<file path="config.mk">
export PLATFORM = sky130hd
export DESIGN_NAME = instr_reg_sched_flat
export DESIGN_NICKNAME = d
export VERILOG_FILES = /design/src/rtl/instr_reg_sched_if.sv /design/src/rtl/instr_reg_sched.sv /design/src/flat_wrapper.sv
export SDC_FILE = /design/constraint.sdc
export NUM_CORES = 1
export LEC_CHECK = 0
export BUFFER_PORTS_ARGS = -buffer_cell sky130_fd_sc_hd__clkbuf_2
export CORE_ASPECT_RATIO = 1.2
export CORE_UTILIZATION = 26
export DETAILED_ROUTE_END_ITERATION = 10
export SETUP_SLACK_MARGIN = 0.5
export SYNTH_ARGS = -nofsm -noshare
export SYNTH_HDL_FRONTEND = slang
export SYNTH_SLANG_ARGS = --single-unit
</file>
<file path="constraint.sdc">
create_clock -name clk -period 9.1 [get_ports clk]
set_input_delay 0 -clock clk [delete_from_list [all_inputs] [get_ports clk]]
set_output_delay 0 -clock clk [all_outputs]
set_load 0.01 [all_outputs]
</file>
<file path="src/rtl/instr_reg_sched_if.sv">
// Bundle of producer, consumer and register-side signals around the instruction
// register scheduler; the scheduler takes the slave side.
interface instr_reg_sched_if #(
  parameter int OPCODE_W  = 4,
  parameter int OPERAND_W = 32,
  parameter int ADDR_W    = 5
);
  logic [1:0]           wr_req;
  logic [1:0]           wr_gnt;
  logic [OPCODE_W-1:0]  opcode0;
  logic [OPCODE_W-1:0]  opcode1;
  logic [OPERAND_W-1:0] op_a0;
  logic [OPERAND_W-1:0] op_a1;
  logic [OPERAND_W-1:0] op_b0;
  logic [OPERAND_W-1:0] op_b1;
  logic                 rd_req;
  logic                 rd_gnt;
  logic                 rd_valid;
  logic                 clear;
  logic                 busy;
  logic                 full;
  logic                 empty;
  logic [ADDR_W:0]      count;
  logic                 load_en;
  logic [ADDR_W-1:0]    write_pointer;
  logic [ADDR_W-1:0]    read_pointer;
  logic [OPCODE_W-1:0]  opcode;
  logic [OPERAND_W-1:0] operand_a;
  logic [OPERAND_W-1:0] operand_b;

  modport master (
    output wr_req, opcode0, opcode1, op_a0, op_a1, op_b0, op_b1, rd_req, clear,
    input  wr_gnt, rd_gnt, rd_valid, busy, full, empty, count, load_en,
           write_pointer, read_pointer, opcode, operand_a, operand_b
  );

  modport slave (
    input  wr_req, opcode0, opcode1, op_a0, op_a1, op_b0, op_b1, rd_req, clear,
    output wr_gnt, rd_gnt, rd_valid, busy, full, empty, count, load_en,
           write_pointer, read_pointer, opcode, operand_a, operand_b
  );
endinterface

</file>
<file path="src/rtl/instr_reg_sched.sv">
// Instruction register scheduler: round-robin write arbitration of two producers,
// circular-queue pointer/count tracking, in-order reads and a full-array clear.
module instr_reg_sched #(
  parameter int OPCODE_W  = 4,
  parameter int OPERAND_W = 32,
  parameter int ADDR_W    = 5
) (
  input  logic               clk,
  input  logic               reset,
  instr_reg_sched_if.slave   bus
);
  localparam logic [ADDR_W:0]   DEPTH_C  = {1'b1, {ADDR_W{1'b0}}};
  localparam logic [ADDR_W:0]   ZERO_C   = {(ADDR_W+1){1'b0}};
  localparam logic [ADDR_W:0]   ONE_C    = {{ADDR_W{1'b0}}, 1'b1};
  localparam logic [ADDR_W-1:0] PTR_ONE  = {{(ADDR_W-1){1'b0}}, 1'b1};
  localparam logic [ADDR_W-1:0] LAST_IDX = {ADDR_W{1'b1}};

  typedef enum logic [0:0] {IDLE = 1'b0, CLEAR = 1'b1} state_t;

  state_t               state_r, state_next_s;
  logic [ADDR_W-1:0]    wr_ptr_r, rd_ptr_r, write_pointer_r, read_pointer_r;
  logic [ADDR_W:0]      count_r;
  logic                 last_r;
  logic                 load_en_r, rd_valid_r;
  logic [OPCODE_W-1:0]  opcode_r;
  logic [OPERAND_W-1:0] operand_a_r, operand_b_r;
  logic                 full_s, empty_s, idle_s, wr_en_s, rd_en_s, win_s;
  logic [1:0]           wr_gnt_s;

  // Winning producer index; on a tie the one not granted last time wins.
  function automatic logic pick_winner(input logic [1:0] req, input logic last);
    logic w;
    case (req)
      2'b01:   w = 1'b0;
      2'b10:   w = 1'b1;
      2'b11:   w = ~last;
      default: w = 1'b0;
    endcase
    return w;
  endfunction

  // Grant decisions from the pre-update occupancy; a clear request blocks both grants.
  always_comb begin
    full_s  = (count_r == DEPTH_C);
    empty_s = (count_r == ZERO_C);
    idle_s  = (state_r == IDLE) && !bus.clear;
    wr_en_s = idle_s && !full_s && (bus.wr_req != 2'b00);
    rd_en_s = idle_s && !empty_s && bus.rd_req;
    win_s   = pick_winner(bus.wr_req, last_r);
    if (wr_en_s) begin
      wr_gnt_s = win_s ? 2'b10 : 2'b01;
    end else begin
      wr_gnt_s = 2'b00;
    end
  end

  // Next-state logic; the clear walk ends once the last index has been driven.
  always_comb begin
    state_next_s = state_r;
    case (state_r)
      IDLE: begin
        if (bus.clear) state_next_s = CLEAR;
        else           state_next_s = IDLE;
      end
      CLEAR: begin
        if (write_pointer_r == LAST_IDX) state_next_s = IDLE;
        else                             state_next_s = CLEAR;
      end
      default: state_next_s = IDLE;
    endcase
  end

  // FSM state register.
  always_ff @(posedge clk or posedge reset) begin
    if (reset) state_r <= IDLE;
    else       state_r <= state_next_s;
  end

  // Pointers, occupancy and registered register-port outputs.
  always_ff @(posedge clk or posedge reset) begin
    if (reset) begin
      wr_ptr_r        <= {ADDR_W{1'b0}};
      rd_ptr_r        <= {ADDR_W{1'b0}};
      count_r         <= ZERO_C;
      last_r          <= 1'b1;
      load_en_r       <= 1'b0;
      rd_valid_r      <= 1'b0;
      write_pointer_r <= {ADDR_W{1'b0}};
      read_pointer_r  <= {ADDR_W{1'b0}};
      opcode_r        <= {OPCODE_W{1'b0}};
      operand_a_r     <= {OPERAND_W{1'b0}};
      operand_b_r     <= {OPERAND_W{1'b0}};
    end else begin
      case (state_r)
        CLEAR: begin
          rd_valid_r <= 1'b0;
          if (write_pointer_r == LAST_IDX) begin
            load_en_r <= 1'b0;
            wr_ptr_r  <= {ADDR_W{1'b0}};
            rd_ptr_r  <= {ADDR_W{1'b0}};
            count_r   <= ZERO_C;
          end else begin
            load_en_r       <= 1'b1;
            write_pointer_r <= write_pointer_r + PTR_ONE;
          end
        end
        IDLE: begin
          if (bus.clear) begin
            // First clear strobe is staged here so it lines up with the first CLEAR cycle.
            load_en_r       <= 1'b1;
            write_pointer_r <= {ADDR_W{1'b0}};
            opcode_r        <= {OPCODE_W{1'b0}};
            operand_a_r     <= {OPERAND_W{1'b0}};
            operand_b_r     <= {OPERAND_W{1'b0}};
            rd_valid_r      <= 1'b0;
          end else begin
            if (wr_en_s) begin
              load_en_r       <= 1'b1;
              write_pointer_r <= wr_ptr_r;
              opcode_r        <= win_s ? bus.opcode1 : bus.opcode0;
              operand_a_r     <= win_s ? bus.op_a1 : bus.op_a0;
              operand_b_r     <= win_s ? bus.op_b1 : bus.op_b0;
              wr_ptr_r        <= wr_ptr_r + PTR_ONE;
              last_r          <= win_s;
            end else begin
              load_en_r <= 1'b0;
            end
            if (rd_en_s) begin
              rd_valid_r     <= 1'b1;
              read_pointer_r <= rd_ptr_r;
              rd_ptr_r       <= rd_ptr_r + PTR_ONE;
            end else begin
              rd_valid_r <= 1'b0;
            end
            case ({wr_en_s, rd_en_s})
              2'b10:   count_r <= count_r + ONE_C;
              2'b01:   count_r <= count_r - ONE_C;
              default: count_r <= count_r;
            endcase
          end
        end
        default: begin
          load_en_r  <= 1'b0;
          rd_valid_r <= 1'b0;
        end
      endcase
    end
  end

  assign bus.wr_gnt        = wr_gnt_s;
  assign bus.rd_gnt        = rd_en_s;
  assign bus.rd_valid      = rd_valid_r;
  assign bus.busy          = (state_r == CLEAR);
  assign bus.full          = full_s;
  assign bus.empty         = empty_s;
  assign bus.count         = count_r;
  assign bus.load_en       = load_en_r;
  assign bus.write_pointer = write_pointer_r;
  assign bus.read_pointer  = read_pointer_r;
  assign bus.opcode        = opcode_r;
  assign bus.operand_a     = operand_a_r;
  assign bus.operand_b     = operand_b_r;
endmodule

</file>
<file path="src/flat_wrapper.sv">
// flat-port wrapper written by rule: the top's interface ports become plain ports
module instr_reg_sched_flat 
#(
  parameter int OPCODE_W  = 4,
  parameter int OPERAND_W = 32,
  parameter int ADDR_W    = 5
)
  (clk, reset, bus_wr_req, bus_opcode0, bus_opcode1, bus_op_a0, bus_op_a1, bus_op_b0, bus_op_b1, bus_rd_req, bus_clear, bus_wr_gnt, bus_rd_gnt, bus_rd_valid, bus_busy, bus_full, bus_empty, bus_count, bus_load_en, bus_write_pointer, bus_read_pointer, bus_opcode, bus_operand_a, bus_operand_b);
  instr_reg_sched_if #(.OPCODE_W(OPCODE_W), .OPERAND_W(OPERAND_W), .ADDR_W(ADDR_W)) bus_i ();
  input  logic clk;
  input  logic reset;
  input wire logic [$bits(bus_i.wr_req)-1:0] bus_wr_req;
  input wire logic [$bits(bus_i.opcode0)-1:0] bus_opcode0;
  input wire logic [$bits(bus_i.opcode1)-1:0] bus_opcode1;
  input wire logic [$bits(bus_i.op_a0)-1:0] bus_op_a0;
  input wire logic [$bits(bus_i.op_a1)-1:0] bus_op_a1;
  input wire logic [$bits(bus_i.op_b0)-1:0] bus_op_b0;
  input wire logic [$bits(bus_i.op_b1)-1:0] bus_op_b1;
  input wire logic [$bits(bus_i.rd_req)-1:0] bus_rd_req;
  input wire logic [$bits(bus_i.clear)-1:0] bus_clear;
  output wire logic [$bits(bus_i.wr_gnt)-1:0] bus_wr_gnt;
  output wire logic [$bits(bus_i.rd_gnt)-1:0] bus_rd_gnt;
  output wire logic [$bits(bus_i.rd_valid)-1:0] bus_rd_valid;
  output wire logic [$bits(bus_i.busy)-1:0] bus_busy;
  output wire logic [$bits(bus_i.full)-1:0] bus_full;
  output wire logic [$bits(bus_i.empty)-1:0] bus_empty;
  output wire logic [$bits(bus_i.count)-1:0] bus_count;
  output wire logic [$bits(bus_i.load_en)-1:0] bus_load_en;
  output wire logic [$bits(bus_i.write_pointer)-1:0] bus_write_pointer;
  output wire logic [$bits(bus_i.read_pointer)-1:0] bus_read_pointer;
  output wire logic [$bits(bus_i.opcode)-1:0] bus_opcode;
  output wire logic [$bits(bus_i.operand_a)-1:0] bus_operand_a;
  output wire logic [$bits(bus_i.operand_b)-1:0] bus_operand_b;
  assign bus_i.wr_req = bus_wr_req;
  assign bus_i.opcode0 = bus_opcode0;
  assign bus_i.opcode1 = bus_opcode1;
  assign bus_i.op_a0 = bus_op_a0;
  assign bus_i.op_a1 = bus_op_a1;
  assign bus_i.op_b0 = bus_op_b0;
  assign bus_i.op_b1 = bus_op_b1;
  assign bus_i.rd_req = bus_rd_req;
  assign bus_i.clear = bus_clear;
  assign bus_wr_gnt = bus_i.wr_gnt;
  assign bus_rd_gnt = bus_i.rd_gnt;
  assign bus_rd_valid = bus_i.rd_valid;
  assign bus_busy = bus_i.busy;
  assign bus_full = bus_i.full;
  assign bus_empty = bus_i.empty;
  assign bus_count = bus_i.count;
  assign bus_load_en = bus_i.load_en;
  assign bus_write_pointer = bus_i.write_pointer;
  assign bus_read_pointer = bus_i.read_pointer;
  assign bus_opcode = bus_i.opcode;
  assign bus_operand_a = bus_i.operand_a;
  assign bus_operand_b = bus_i.operand_b;
  instr_reg_sched #(.OPCODE_W(OPCODE_W), .OPERAND_W(OPERAND_W), .ADDR_W(ADDR_W)) u_core (.clk(clk), .reset(reset), .bus(bus_i));
endmodule
</file>
Word-level counts from Yosys, hierarchy flattened
Index checks and enable logic that the tools add are counted.
{"block": "totals", "register_bits": 98, "in_bits": 142, "output_inout_bits": 92, "wordCells": 87}
{"block": "classes", "n_addsub": 5, "eq_ne": 13, "mux": 36, "bitwise_logic": 3, "reduce_logical": 18}
{"cell": "32-bit two-way mux", "n": 6}
{"cell": "5-bit two-way mux", "n": 8}
{"cell": "5-bit case mux with 2 select lines", "n": 3}
{"cell": "6-bit case mux with 2 select lines", "n": 2}
{"cell": "5-bit by 1-bit adder with 5-bit output (second input constant)", "n": 3}
{"cell": "3-bit AND reduction", "n": 5}
{"cell": "4-bit two-way mux", "n": 3}
{"cell": "6-bit two-way mux", "n": 2}
{"cell": "1-bit case mux with 2 select lines", "n": 4}
{"cell": "6-bit by 1-bit adder with 6-bit output (second input constant)", "n": 1}
{"cell": "2-bit equality test (second input constant)", "n": 3}
{"cell": "6-bit equality test (second input constant)", "n": 1}
{"cell": "6-bit zero test", "n": 1}
{"cell": "1-bit two-way mux", "n": 6}
{"cell": "2-bit != test (second input constant)", "n": 3}
{"cell": "6-bit by 1-bit subtractor with 6-bit output (second input constant)", "n": 1}
{"cell": "5-bit equality test (second input constant)", "n": 1}
{"cell": "1-bit logical AND", "n": 5}
{"cell": "2-bit two-way mux", "n": 2}
{"cell": "2-bit by 1-bit != test with 1-bit output (second input constant)", "n": 2}
{"cell": "2-bit AND reduction", "n": 2}
{"cell": "2-bit nonzero test", "n": 2}
{"cell": "1-bit zero test", "n": 3}
{"cell": "3-bit by 2-bit != test with 1-bit output (second input constant)", "n": 1}
{"cell": "3 further kinds", "n": 5}

Logic depth before layout (Yosys ltp)
Gate-level depths: netlist of run 1.
{"block": "depth", "word_depth": 8, "ltp_mapped": 11, "ltp_nobuf": 10}

Least setup slack after synthesis of run 1
No wires, ideal clock.
{"block": "synth_path", "path_kind": "register -> register", "startpoint": "register u_core.count_r[3] (netlist: u_core.bus.count[3])", "endpoint": "register u_core.count_r[5] (netlist: u_core.bus.count[5])", "setup_ns": 0.116, "t_arrival_ns": 3.150, "setup_slack_ns": 5.834, "path_stages_with_launch": 11, "path_buffers": 0, "synth_period_minus_slack_ns": 3.266, "cell_sequence": "dfrtp_1 > or4_4 > nor3_4 > nor2_1 > inv_1 > ha_1 > ha_1 > and3_1 > a2111o_1 > xor2_1 > o311ai_0"}
{"block": "synth_via", "elab_chain_len": 8}
{"item": "start: declaration", "line": "instr_reg_sched.sv:22", "rtl": "logic [ADDR_W:0] count_r;"}
{"item": "start signal: assignment", "line": "instr_reg_sched.sv:136", "rtl": "2'b10: count_r <= count_r + ONE_C;"}
{"item": "start signal: assignment", "line": "instr_reg_sched.sv:137", "rtl": "2'b01: count_r <= count_r - ONE_C;"}
{"item": "start signal: assignment", "line": "instr_reg_sched.sv:138", "rtl": "default: count_r <= count_r;"}
{"item": "6-bit equality test (*)", "line": "instr_reg_sched.sv:44", "rtl": "full_s = (count_r == DEPTH_C);"}
{"item": "via bus_full", "line": "flat_wrapper.sv:25", "rtl": "output wire logic [$bits(bus_i.full)-1:0] bus_full;"}
{"item": "1-bit zero test (*)", "line": "instr_reg_sched.sv:47", "rtl": "wr_en_s = idle_s && !full_s && (bus.wr_req != 2'b00);"}
{"item": "1-bit logical AND (*) (2 in a row)", "line": "instr_reg_sched.sv:47"}
{"item": "2-bit by 1-bit equality test with 1-bit output or 2-bit equality test (tied branches)", "line": "instr_reg_sched.sv:135", "rtl": "case ({wr_en_s, rd_en_s})"}
{"item": "6-bit case mux with 2 select lines", "line": "instr_reg_sched.sv:135"}
{"item": "6-bit two-way mux", "line": "instr_reg_sched.sv:108", "rtl": "if (bus.clear) begin"}
{"item": "6-bit case mux with 2 select lines", "line": "instr_reg_sched.sv:94", "rtl": "case (state_r)"}
The timed path passes the listed nets; every way through them passes the cells marked *. The select of a mux whose other input is x is not followed.
A chain may end at the register's enable or synchronous reset.

Worst setup path after layout of run 1
{"block": "layout_path", "startpoint": "register u_core.state_r (netlist: u_core.bus.busy)", "endpoint": "register u_core.count_r[5] (netlist: u_core.bus.count[5])"}
{"block": "layout_via", "elab_chain_len": 8}
{"item": "start: declaration", "line": "instr_reg_sched.sv:20", "rtl": "state_t state_r, state_next_s;"}
{"item": "start signal: assignment", "line": "instr_reg_sched.sv:76", "rtl": "else state_r <= state_next_s;"}
{"item": "1-bit inverter (no line)"}
{"item": "1-bit logical AND", "line": "instr_reg_sched.sv:46", "rtl": "idle_s = (state_r == IDLE) && !bus.clear;"}
{"item": "1-bit logical AND (on tied branches) (2 in a row)", "line": "instr_reg_sched.sv:48, instr_reg_sched.sv:47"}
{"item": "2-bit by 1-bit equality test with 1-bit output or 2-bit equality test (tied branches)", "line": "instr_reg_sched.sv:135"}
{"item": "6-bit case mux with 2 select lines", "line": "instr_reg_sched.sv:135"}
{"item": "6-bit two-way mux", "line": "instr_reg_sched.sv:108"}
{"item": "6-bit case mux with 2 select lines", "line": "instr_reg_sched.sv:94"}
Several ways; a longest one is shown, not always the timed one. The select of a mux whose other input is x is not followed.

==> metrics.txt, run 1 <==
Hold Path Class in2reg; PortBufs 233; Post-Route WL 14600 um; placed cells 862; Yosys reg bits 98; first-pass GRT wire length 22300 um; critical path peak fanout 17; Worst Hold End u_core.bus.operand_b[30]; clock power share 0.212; final worst-path cycle share 0.451; syn_nets 582; largest net degree at the start of global routing 56; DRC 0; post-DP HPWL 9690 um; highest-delay cell along the critical path nor2_1; async set-reset flop share out of synthesis 1.00; Int Power 1.17 mW; Vias per Instance 4.65; crit path launch type flip-flop; PwrDens 235 nW/um^2; total I/O pin count 234; Max Cap Viol 0; critical path endpoint category flip-flop; Starting Density 0.265; share of cells above drive strength 1 0.384; CTS buffer count 9; reg2reg setup slack 4990 ps; kind of critical path reg2reg; Leak Pwr 3.91 nW; Post-DP Area 6160 um^2; Worst Path Required 9330 ps; routed via count 4551; CTS sink cnt 98; Reg clk slew, reported paths 70 ps; Worst-Margin Slew 972 ps; clk root buf clkbuf_16; cts repair resizes 0; FF-to-FF Start u_core.bus.busy; Avg Synthesized Cell Area 11.2 um^2; commonest cells after routing, fill and taps aside clkbuf_2, dlygate4sd3_1, dfrtp_1, and2_1, a221o_1; Max VDD drop 0.0000846 V; initial DRC count 199; CTS tree built; register area share after synthesis 0.510; final slew viol count 0; Core Region 18200 um^2; WHS Path Cells 3; final worst slack 4990 ps; GP Congestion 0.731; Sequential Power Share 0.397; Worst-Skew Late Latency 350 ps; combinational power share 0.392; nets@finish 902; CTS Hold Bufs 101; Netlist Area Pre-Place 4810 um^2; worst hold start bus_op_b1[30]; Final Hold Fails 0; status finished clean; # setup viols final 0; reg2reg end u_core.bus.count[5]; largest area contributor in the netlist dfrtp_1; drt first pass iters 4; Synth top area share 0.504; Avg WL per Cell 14.9 um; vias in the first global route 4346; fin cells 979; top cells by area, synth dfrtp_1, a221o_1, and2_1; Rows 54; switching share of total power 0.333; Antenna diodes 0; Die ar. 19100 um^2; R2R cell count 10; sw power 585 uW; critical-path cell list nor2_1 -> o21ai_0 -> nor2_1 -> inv_1 -> ha_1 -> ha_1 -> and3_1 -> a2111o_1 -> xor2_1 -> o311ai_0; initial antenna violation count 1; Place WS 5030 ps; commonest non-fill, non-tap cell in the layout clkbuf_2; Die X 126 um; Peak Freq 244 MHz; chip height 151 um; Layout Skew 11.9 ps; area delta synth->final 55.0%; CP Data Arrival Time 4340 ps; max incr delay on CP 680 ps; Tot GR Track Use 0.151; dominant register cell in the synthesized netlist dfrtp_1; RSZ-0062 raised after global routing no; Yosys cell types 54; H-tree depth 3; min Tclk post-route 4110 ps; cell count after synthesis 430; fin area 7460 um^2; worst rel slew slack 0.348; Fill cells 1772; total gr overflow 0; number of flops mapped to enable cells by yosys 0; Post-Route Setup TNS 0 ps; DRT antenna net count 0; Clock Tree Buf Depth 2; Synth warnings 0; # Post-CTS Setup Buffers 0
worst max-delay path by stage:
stage	startpoint	endpoint	slack, ps	cells past startpoint
3_5_place_dp	u_core.bus.busy	u_core.bus.count[5]	5030	10
3_3_place_gp	u_core.bus.busy	u_core.bus.count[5]	5150	10
6_report	u_core.bus.busy	u_core.bus.count[5]	4990	10
4_1_cts	u_core.bus.busy	u_core.bus.count[5]	5010	10
2_1_floorplan	u_core.bus.count[3]	u_core.bus.count[5]	5830	10
5_1_grt	u_core.bus.busy	u_core.bus.count[5]	4750	10
stage by stage:
step	hold slack [ps]	power (mW)	utilization
6_report	4.90	1.75	0.410
5_1_grt	37.8	1.88	0.410
4_1_cts	10.4	1.78	0.410
3_5_place_dp	97.9	1.27	0.339
3_3_place_gp	93.2	1.26	0.339
2_1_floorplan	123	1.02	-
flip-flops by register name, indices dropped and copies added (netlist names):
signal / flops
u_core.bus.operand_b: 32
u_core.bus.operand_a: 32
u_core.rd_ptr_r: 5
u_core.last_r: 1
u_core.bus.opcode: 4
u_core.bus.load_en: 1
u_core.bus.busy: 1
u_core.wr_ptr_r: 5
u_core.bus.rd_valid: 1
u_core.bus.count: 6
u_core.bus.read_pointer: 5
u_core.bus.write_pointer: 5
metal layers:
layer  part of all wire  routed length, um  vias up  global-route usage
li1                   -                  -     2216                   -
met1               0.41               5970     2168               0.175
met2               0.51               7390      153               0.263
met3              0.063                924       14              0.0378
met4              0.020                290        0              0.0693
met5                  0                  0        -                   0
Yosys cell counts, drive strengths merged, types with 2 or more instances:
master,number
nor2,4
xnor2,2
mux2,21
dfrtp,97
a221o,54
mux2i,3
a21o,4
buf,12
nor4,2
and2,54
ha,9
a21oi,23
clkbuf,17
or4,2
o311ai,2
nand3,9
and3,4
nor3b,3
a22o,3
xor2,3
nor3,5
o21ai,11
inv,12
nand2,53
power groups by stage:
stage          sequential [mW]  combinational (mW)  clock, mW
2_1_floorplan            0.739               0.279          0
3_3_place_gp             0.698               0.558          0
3_5_place_dp             0.700               0.566          0
4_1_cts                  0.694               0.691      0.391
5_1_grt                  0.716               0.749      0.410
6_report                 0.696               0.687      0.371
layout make-up:
type                            instances  area, um^2  share of cell area
Sequential cell                        98        2450               0.329
Timing Repair Buffer                  338        2210               0.296
Multi-Input combinational cell        291        2180               0.293
Tap cell                              224         280              0.0376
Clock buffer                           10         239              0.0320
Clock inverter                          6        48.8             0.00654
Inverter                               12        47.5             0.00637
cell families after synthesis:
| family | share of synthesized area |
|---|---|
| muxes | 0.0554 |
| and+or+nand+nor | 0.161 |
| adders and majority gates | 0.0276 |
| DFF | 0.510 |
| xor gates and xnor gates | 0.00910 |
| buffers and inverters | 0.0421 |
| AOI/OAI and AO/OA | 0.195 |
critical path: cells and delay by family, from the launching register on:
kind / cells / cell delay, ps
simple gates: 3 / 1300
compound gates: 3 / 1140
fa+ha+maj: 2 / 710
flops: 1 / 540
xor+xnor: 1 / 160
buf+inv: 1 / 150
No activity file was read; power rests on OpenSTA's default activity.
==> inputs of run 2 (changes only) <==
==> constraint.sdc (replaced) <==
create_clock -name clk -period 3.9 [get_ports clk]
set_input_delay 0 -clock clk [delete_from_list [all_inputs] [get_ports clk]]
set_output_delay 0 -clock clk [all_outputs]
set_load 0.01 [all_outputs]
==> run 2 against run 1 <==
Design area grew 0.69%. Flip-flop and latch count is the same. Register-to-register slack lost 4400 ps. Clock power grew 130%. Largest cell class unchanged.
==> metrics.txt, run 2 (synthesis gave the netlist of run 1 again) <==
Reg clk slew, reported paths 70 ps (about the same); worst rel slew slack 0.323 (-0.0255); # setup viols final 0 (unchanged); DRC 0 (unchanged); status finished clean; PortBufs 233 (unchanged); Die ar. 19100 um^2 (unchanged); H-tree depth 3 (unchanged); initial antenna violation count 1 (unchanged); first-pass GRT wire length 23200 um (+4.1%); area delta synth->final 56.0%; drt first pass iters 4 (unchanged); min Tclk post-route 3260 ps (-845 ps); Hold Path Class in2reg; commonest non-fill, non-tap cell in the layout clkbuf_2; Peak Freq 307 MHz (+26%); R2R cell count 10 (unchanged); hold slack 14.8 ps (+9.89 ps); reg2reg setup slack 640 ps (-4360 ps); DRT antenna net count 0 (unchanged); Worst Path Required 4130 ps (-5200 ps); clk root buf clkbuf_16; Worst-Skew Late Latency 350 ps (about the same); Rows 54 (unchanged); Leak Pwr 3.94 nW (+0.59%); FF-to-FF Start u_core.bus.count[3]; Worst-Margin Slew 1010 ps (+38.0 ps); CTS buffer count 9 (unchanged); Post-Route Setup TNS 0 ps (unchanged); crit path capture u_core.bus.count[5]; CTS tree built; RSZ-0062 raised after global routing no; post-DP HPWL 9620 um (-0.66%); critical path peak fanout 8 (-9); final worst-path cycle share 0.836 (+0.385); GP Congestion 0.751 (+2.7%); share of cells above drive strength 1 0.394 (+0.00983); total power 4.09 mW (+130%); Final Hold Fails 0 (unchanged); nets@finish 906 (+0.44%); Die X 126 um (unchanged); Starting Density 0.265 (unchanged); total gr overflow 0 (unchanged); Fill cells 1785 (+0.73%); Clock Tree Buf Depth 2 (unchanged); PwrDens 544 nW/um^2 (+130%); initial DRC count 174 (-13%); crit path launch type flip-flop; Layout Skew 13.8 ps (+1.95 ps); Core Region 18200 um^2 (unchanged); Max VDD drop 0.000225 V (+170%); kind of critical path reg2reg; Antenna diodes 0 (unchanged); chip height 151 um (unchanged); commonest cells after routing, fill and taps aside clkbuf_2, dlygate4sd3_1, dfrtp_1, and2_1, a221o_1; critical path endpoint category flip-flop; Tot GR Track Use 0.156 (+0.00465); largest net degree at the start of global routing 70 (+25%); CTS sink cnt 98 (unchanged); Vias per Instance 4.68 (+0.60%); Worst Setup SP u_core.bus.count[3]; CP Data Arrival Time 3490 ps (-850 ps); total I/O pin count 234 (unchanged); vias in the first global route 4613 (+6.1%); routed via count 4597 (+1.0%); final slew viol count 0 (unchanged); Max Cap Viol 0 (unchanged); Post-Route WL 14700 um (+1.1%); reg2reg end u_core.bus.count[5]; Avg WL per Cell 15.0 um (+0.73%)
-- run 2: cell types whose count changed in the layout (fill, tap and decap cells not counted), sizes merged --
cell | previous run | this run
clkinvlp | 2 | 1
clkbuf | 243 | 244
inv | 15 | 13
clkinv | 1 | 3
dlygate4sd3 | 101 | 100
buf | 4 | 9
-- run 2: layer usage --
metal / vias up / wire [um] / part of all wire / track usage
li1: 2221 / - / - / -
met1: 2220 / 6290 / 0.43 / 0.188
met2: 141 / 7480 / 0.51 / 0.272
met3: 15 / 760 / 0.052 / 0.0343
met4: 0 / 208 / 0.014 / 0.0572
met5: - / 0 / 0 / 0
-- run 2: worst max-delay path: stages (launching register included) --
cell and delay, ps:
dfrtp_2 460, or4_4 600, nor3_4 270, nor2_2 120
inv_2 130, ha_4 200, ha_1 280, and3_1 200
a2111o_1 460, xor2_1 160, o311ai_0 270
-- run 2: repair_timing --
item	in CTS	in global routing
gates resized for setup	2	4
hold buffers	100	0
hold endpoints to repair	117	0
pin swaps	0	1
endpoints found under the setup margin	1	1
buffers inserted	0	1
-- run 2: layout make-up --
type	instances	area, um^2	share of cell area
clock inverter	5	38.8	0.00516
inverter	12	47.5	0.00633
clock buffer	11	243	0.0323
multi-input combinational	291	2200	0.293
timing repair buffer	342	2250	0.299
tap	224	280	0.0373
sequential	98	2460	0.327
-- run 2: how the worst min path moves through the flow --
stage                   start                       end  slack [ps]  depth (start not counted)
2_1_floorplan      bus_rd_req                bus_rd_gnt         120                          2
4_1_cts         bus_op_b1[30]  u_core.bus.operand_b[30]          10                          3
3_5_place_dp   bus_opcode0[0]      u_core.bus.opcode[0]         230                          2
3_3_place_gp    bus_op_a0[21]  u_core.bus.operand_a[21]         230                          2
5_1_grt         bus_op_b1[30]  u_core.bus.operand_b[30]          30                          3
6_report        bus_op_b1[30]  u_core.bus.operand_b[30]          10                          3
-- run 2: metrics by stage --
stage,utilization,instance area (um^2),setup WS [ps],instances
after global routing,0.413,7510,512,983
final,0.413,7510,638,983
after global placement,0.341,6200,436,866
after floorplan,-,4810,634,430
after detailed placement,0.341,6200,361,866
after CTS,0.413,7500,534,982
-- run 2: power by group --
part	switching, mW	leakage [nW]	internal, mW
Combinational	0.702	2.54	0.919
Clock	0.394	0.136	0.454
Sequential	0.256	1.27	1.36
==> inputs of run 3 (changes only) <==
--- a/config.mk
+++ b/config.mk
@@ -5,6 +5,7 @@
 export SDC_FILE = /design/constraint.sdc
 export NUM_CORES = 1
 export LEC_CHECK = 0
+export ABC_AREA = 1
 export BUFFER_PORTS_ARGS = -buffer_cell sky130_fd_sc_hd__clkbuf_2
 export CORE_ASPECT_RATIO = 1.2
 export CORE_UTILIZATION = 26
==> constraint.sdc (replaced) <==
create_clock -name clk -period 3.2 [get_ports clk]
set_input_delay 0 -clock clk [delete_from_list [all_inputs] [get_ports clk]]
set_output_delay 0 -clock clk [all_outputs]
set_load 0.01 [all_outputs]
==> run 3 against run 2 <==
Clock power up 38%. Global-route usage rose by 2.6 points. Count of clock-buffer cells in the layout shrank 2. Core utilization increased by 2.1 points. Sequential share of layout area fell by 1.9 points. Design area up 6.0%. Hold slack better by 130 ps. Clock skew shrank 8.4 ps. Area after synthesis is 1.9% higher. Worst setup slack improved by 170 ps. Die area is 1.8% higher. First-iteration DRC count grew 79%. Largest cell class is now non-clock buffers.
==> metrics.txt, run 3 <==
status finished clean; Core Region 18300 um^2 (+0.74%); highest-delay cell along the critical path dfrtp_1; vias in the first global route 5792 (+26%); first-pass GRT wire length 28100 um (+21%); Worst Path Required 3200 ps (-930 ps); kind of critical path reg2out; Die X 127 um (+0.92%); dominant register cell in the synthesized netlist dfrtp_1; final slew viol count 0 (unchanged); Post-Route WL 16900 um (+15%); number of flops mapped to enable cells by yosys 0 (unchanged); Tot GR Track Use 0.182 (+0.0261); PwrDens 588 nW/um^2 (+8.0%); drt first pass iters 4 (unchanged); PortBufs 233 (unchanged); buffer and inverter count on the worst path 4 (+3); worst rel slew slack 0.410 (+0.0874); Synth top area share 0.495 (-0.00926); largest net degree at the start of global routing 70 (unchanged); Antenna diodes 0 (unchanged); H-tree depth 3 (unchanged); min Tclk post-route 2390 ps; DRT antenna net count 0 (unchanged); top-count cell post-synth nand2_1; placed cells 1079 (+25%); critical path peak fanout 51 (+43); nets@finish 1127 (+24%); chip height 152 um (+0.92%); Clock Tree Buf Depth 2 (unchanged); area delta synth->final 62.3%; initial antenna violation count 0 (-1); async set-reset flop share out of synthesis 1.00 (unchanged); CTS tree built; total gr overflow 0 (unchanged); Final Hold Fails 0 (unchanged); GP Congestion 0.793 (+5.6%); Netlist Area Pre-Place 4900 um^2 (+1.9%); Post-Route Setup TNS 0 ps (unchanged); total I/O pin count 234 (unchanged); # Post-CTS Setup Buffers 0 (unchanged); Yosys cell types 30 (-44%); Worst-Margin Slew 885 ps (-125 ps); Peak Freq 418 MHz; # setup viols final 0 (unchanged); Reg clk slew, reported paths 70 ps (about the same); Vias per Instance 4.57 (-2.2%); DRC 0 (unchanged); commonest cells after routing, fill and taps aside clkbuf_2, nand2_1, dlygate4sd3_1, nand3_1, dfrtp_1; max incr delay on CP 520 ps (-80 ps); Starting Density 0.268 (+0.00297); Synth warnings 0 (unchanged); Avg Synthesized Cell Area 7.92 um^2 (-29%); cell count after synthesis 619 (+44%); Leak Pwr 4.24 nW (+7.8%); family with the most delay on the worst path buffers and inverters; Hold Path Class in2reg; critical-path cell list inv_2 -> nand2_2 -> nor2_2 -> nand2_4 -> buf_4 -> nor2_4 -> buf_6 -> clkbuf_2; routed via count 5635 (+23%); reg2reg setup slack 810 ps (+170 ps); post-DP HPWL 10700 um (+12%); stages on the worst setup path 8 (-2); Post-synth top cells nand2_1, nand3_1, dfrtp_1, buf_2; FF-to-FF Start u_core.bus.busy; final worst-path cycle share 0.747; CTS buffer count 9 (unchanged); Worst Setup SP u_core.bus.busy; RSZ-0062 raised after global routing no; top cells by area, synth dfrtp_1, nand2_1, nand3_1; Max VDD drop 0.000285 V (+27%); syn_nets 771 (+32%); register area share after synthesis 0.500 (-0.00937); largest area contributor in the netlist dfrtp_1; reg2reg end u_core.bus.count[4]; clk root buf clkbuf_16; Rows 54 (unchanged); CTS sink cnt 98 (unchanged); critical path endpoint category primary output; Yosys reg bits 98 (unchanged); initial DRC count 311 (+79%); R2R cell count 12 (+2); fin cells 1232 (+25%); share of cells above drive strength 1 0.285 (-0.109); Avg WL per Cell 13.8 um (-8.3%); CP Data Arrival Time 2390 ps (-1100 ps); Max Cap Viol 0 (unchanged); Die ar. 19400 um^2 (+1.8%); crit path capture bus_wr_gnt[1]; Worst-Skew Late Latency 340 ps (about the same); crit path launch type flip-flop; Layout Skew 5.45 ps (-8.40 ps); commonest non-fill, non-tap cell in the layout clkbuf_2
## run 3: changes by cell type after synthesis, sizes merged, moves of 5 or more
cell	delta
a221o	-54
and2	-54
buf	+23
clkbuf	-16
inv	+13
mux2	-21
nand2	+181
nand3	+129
nand4	+5
nor2	+16
o21ai	+7
## run 3: stage by stage
stage               power (mW)   util  setup WS, ps  instance area [um^2]  hold WS, ps
CTS                       4.73  0.434           641                  7950          113
global placement          3.36  0.342           814                  6260          207
detailed placement        3.38  0.342           715                  6260          210
floorplan                 2.71      -           640                  4900          120
global route              5.01  0.435           587                  7960          181
finish                    4.68  0.435           809                  7960          145
## run 3: layout make-up
class                      count  area, um^2
timing repair buffer         381        2620
tap                          252         315
clock inverter                 7        91.3
multi-input combinational    460        2150
clock buffer                   9         225
inverter                      25        96.3
fill                        1781       10400
sequential                    98        2450
## run 3: cells by family (layout without fill, tap and decap cells)
| logic type | Yosys count | count (layout) | share of synthesized area |
|---|---|---|---|
| and+or+nand+nor | 402 | 402 | 0.357 |
| DFF | 98 | 98 | 0.500 |
| buffers and inverters | 61 | 422 | 0.0615 |
| AOI/OAI and AO/OA | 43 | 43 | 0.0454 |
| adders and majority gates | 10 | 10 | 0.0270 |
| xor gates and xnor gates | 5 | 5 | 0.00893 |
## run 3: where the power goes
part | internal [mW] | switching (mW) | total, mW
clock | 0.684 | 0.488 | 1.17
sequential | 1.62 | 0.272 | 1.89
combinational | 0.742 | 0.877 | 1.62
## run 3: repair_timing
item / CTS / global route
hold buffers: 137 / 0
gates resized for setup: 0 / 2
endpoints found under the setup margin: 0 / 2
hold endpoints to repair: 135 / 0
## run 3: how the worst min path moves through the flow
stage | startpoint | to | slack [ps] | cells after the start
global route | bus_rd_req | u_core.bus.read_pointer[0] | 180 | 7
CTS | bus_rd_req | u_core.bus.read_pointer[0] | 110 | 7
floorplan | bus_opcode1[0] | u_core.bus.opcode[0] | 120 | 2
detailed placement | bus_op_a1[26] | u_core.bus.operand_a[26] | 210 | 3
global placement | bus_op_a1[15] | u_core.bus.operand_a[15] | 210 | 3
finish | bus_rd_req | u_core.bus.read_pointer[0] | 150 | 7
## run 3: worst min-delay path: stages
cell and delay, ps:
clkbuf_2 80, inv_1 70, nor2_1 50, nand2_1 70
inv_1 80, nand2_1 70, nand2_1 40
## run 3: metal layers
metal / vias to the layer above / wire length [um] / GRT usage
met1: 2633 / 6880 / 0.206
met5: - / 0 / 0
met2: 209 / 8580 / 0.313
met3: 56 / 792 / 0.0393
met4: 0 / 690 / 0.104
li1: 2737 / - / -
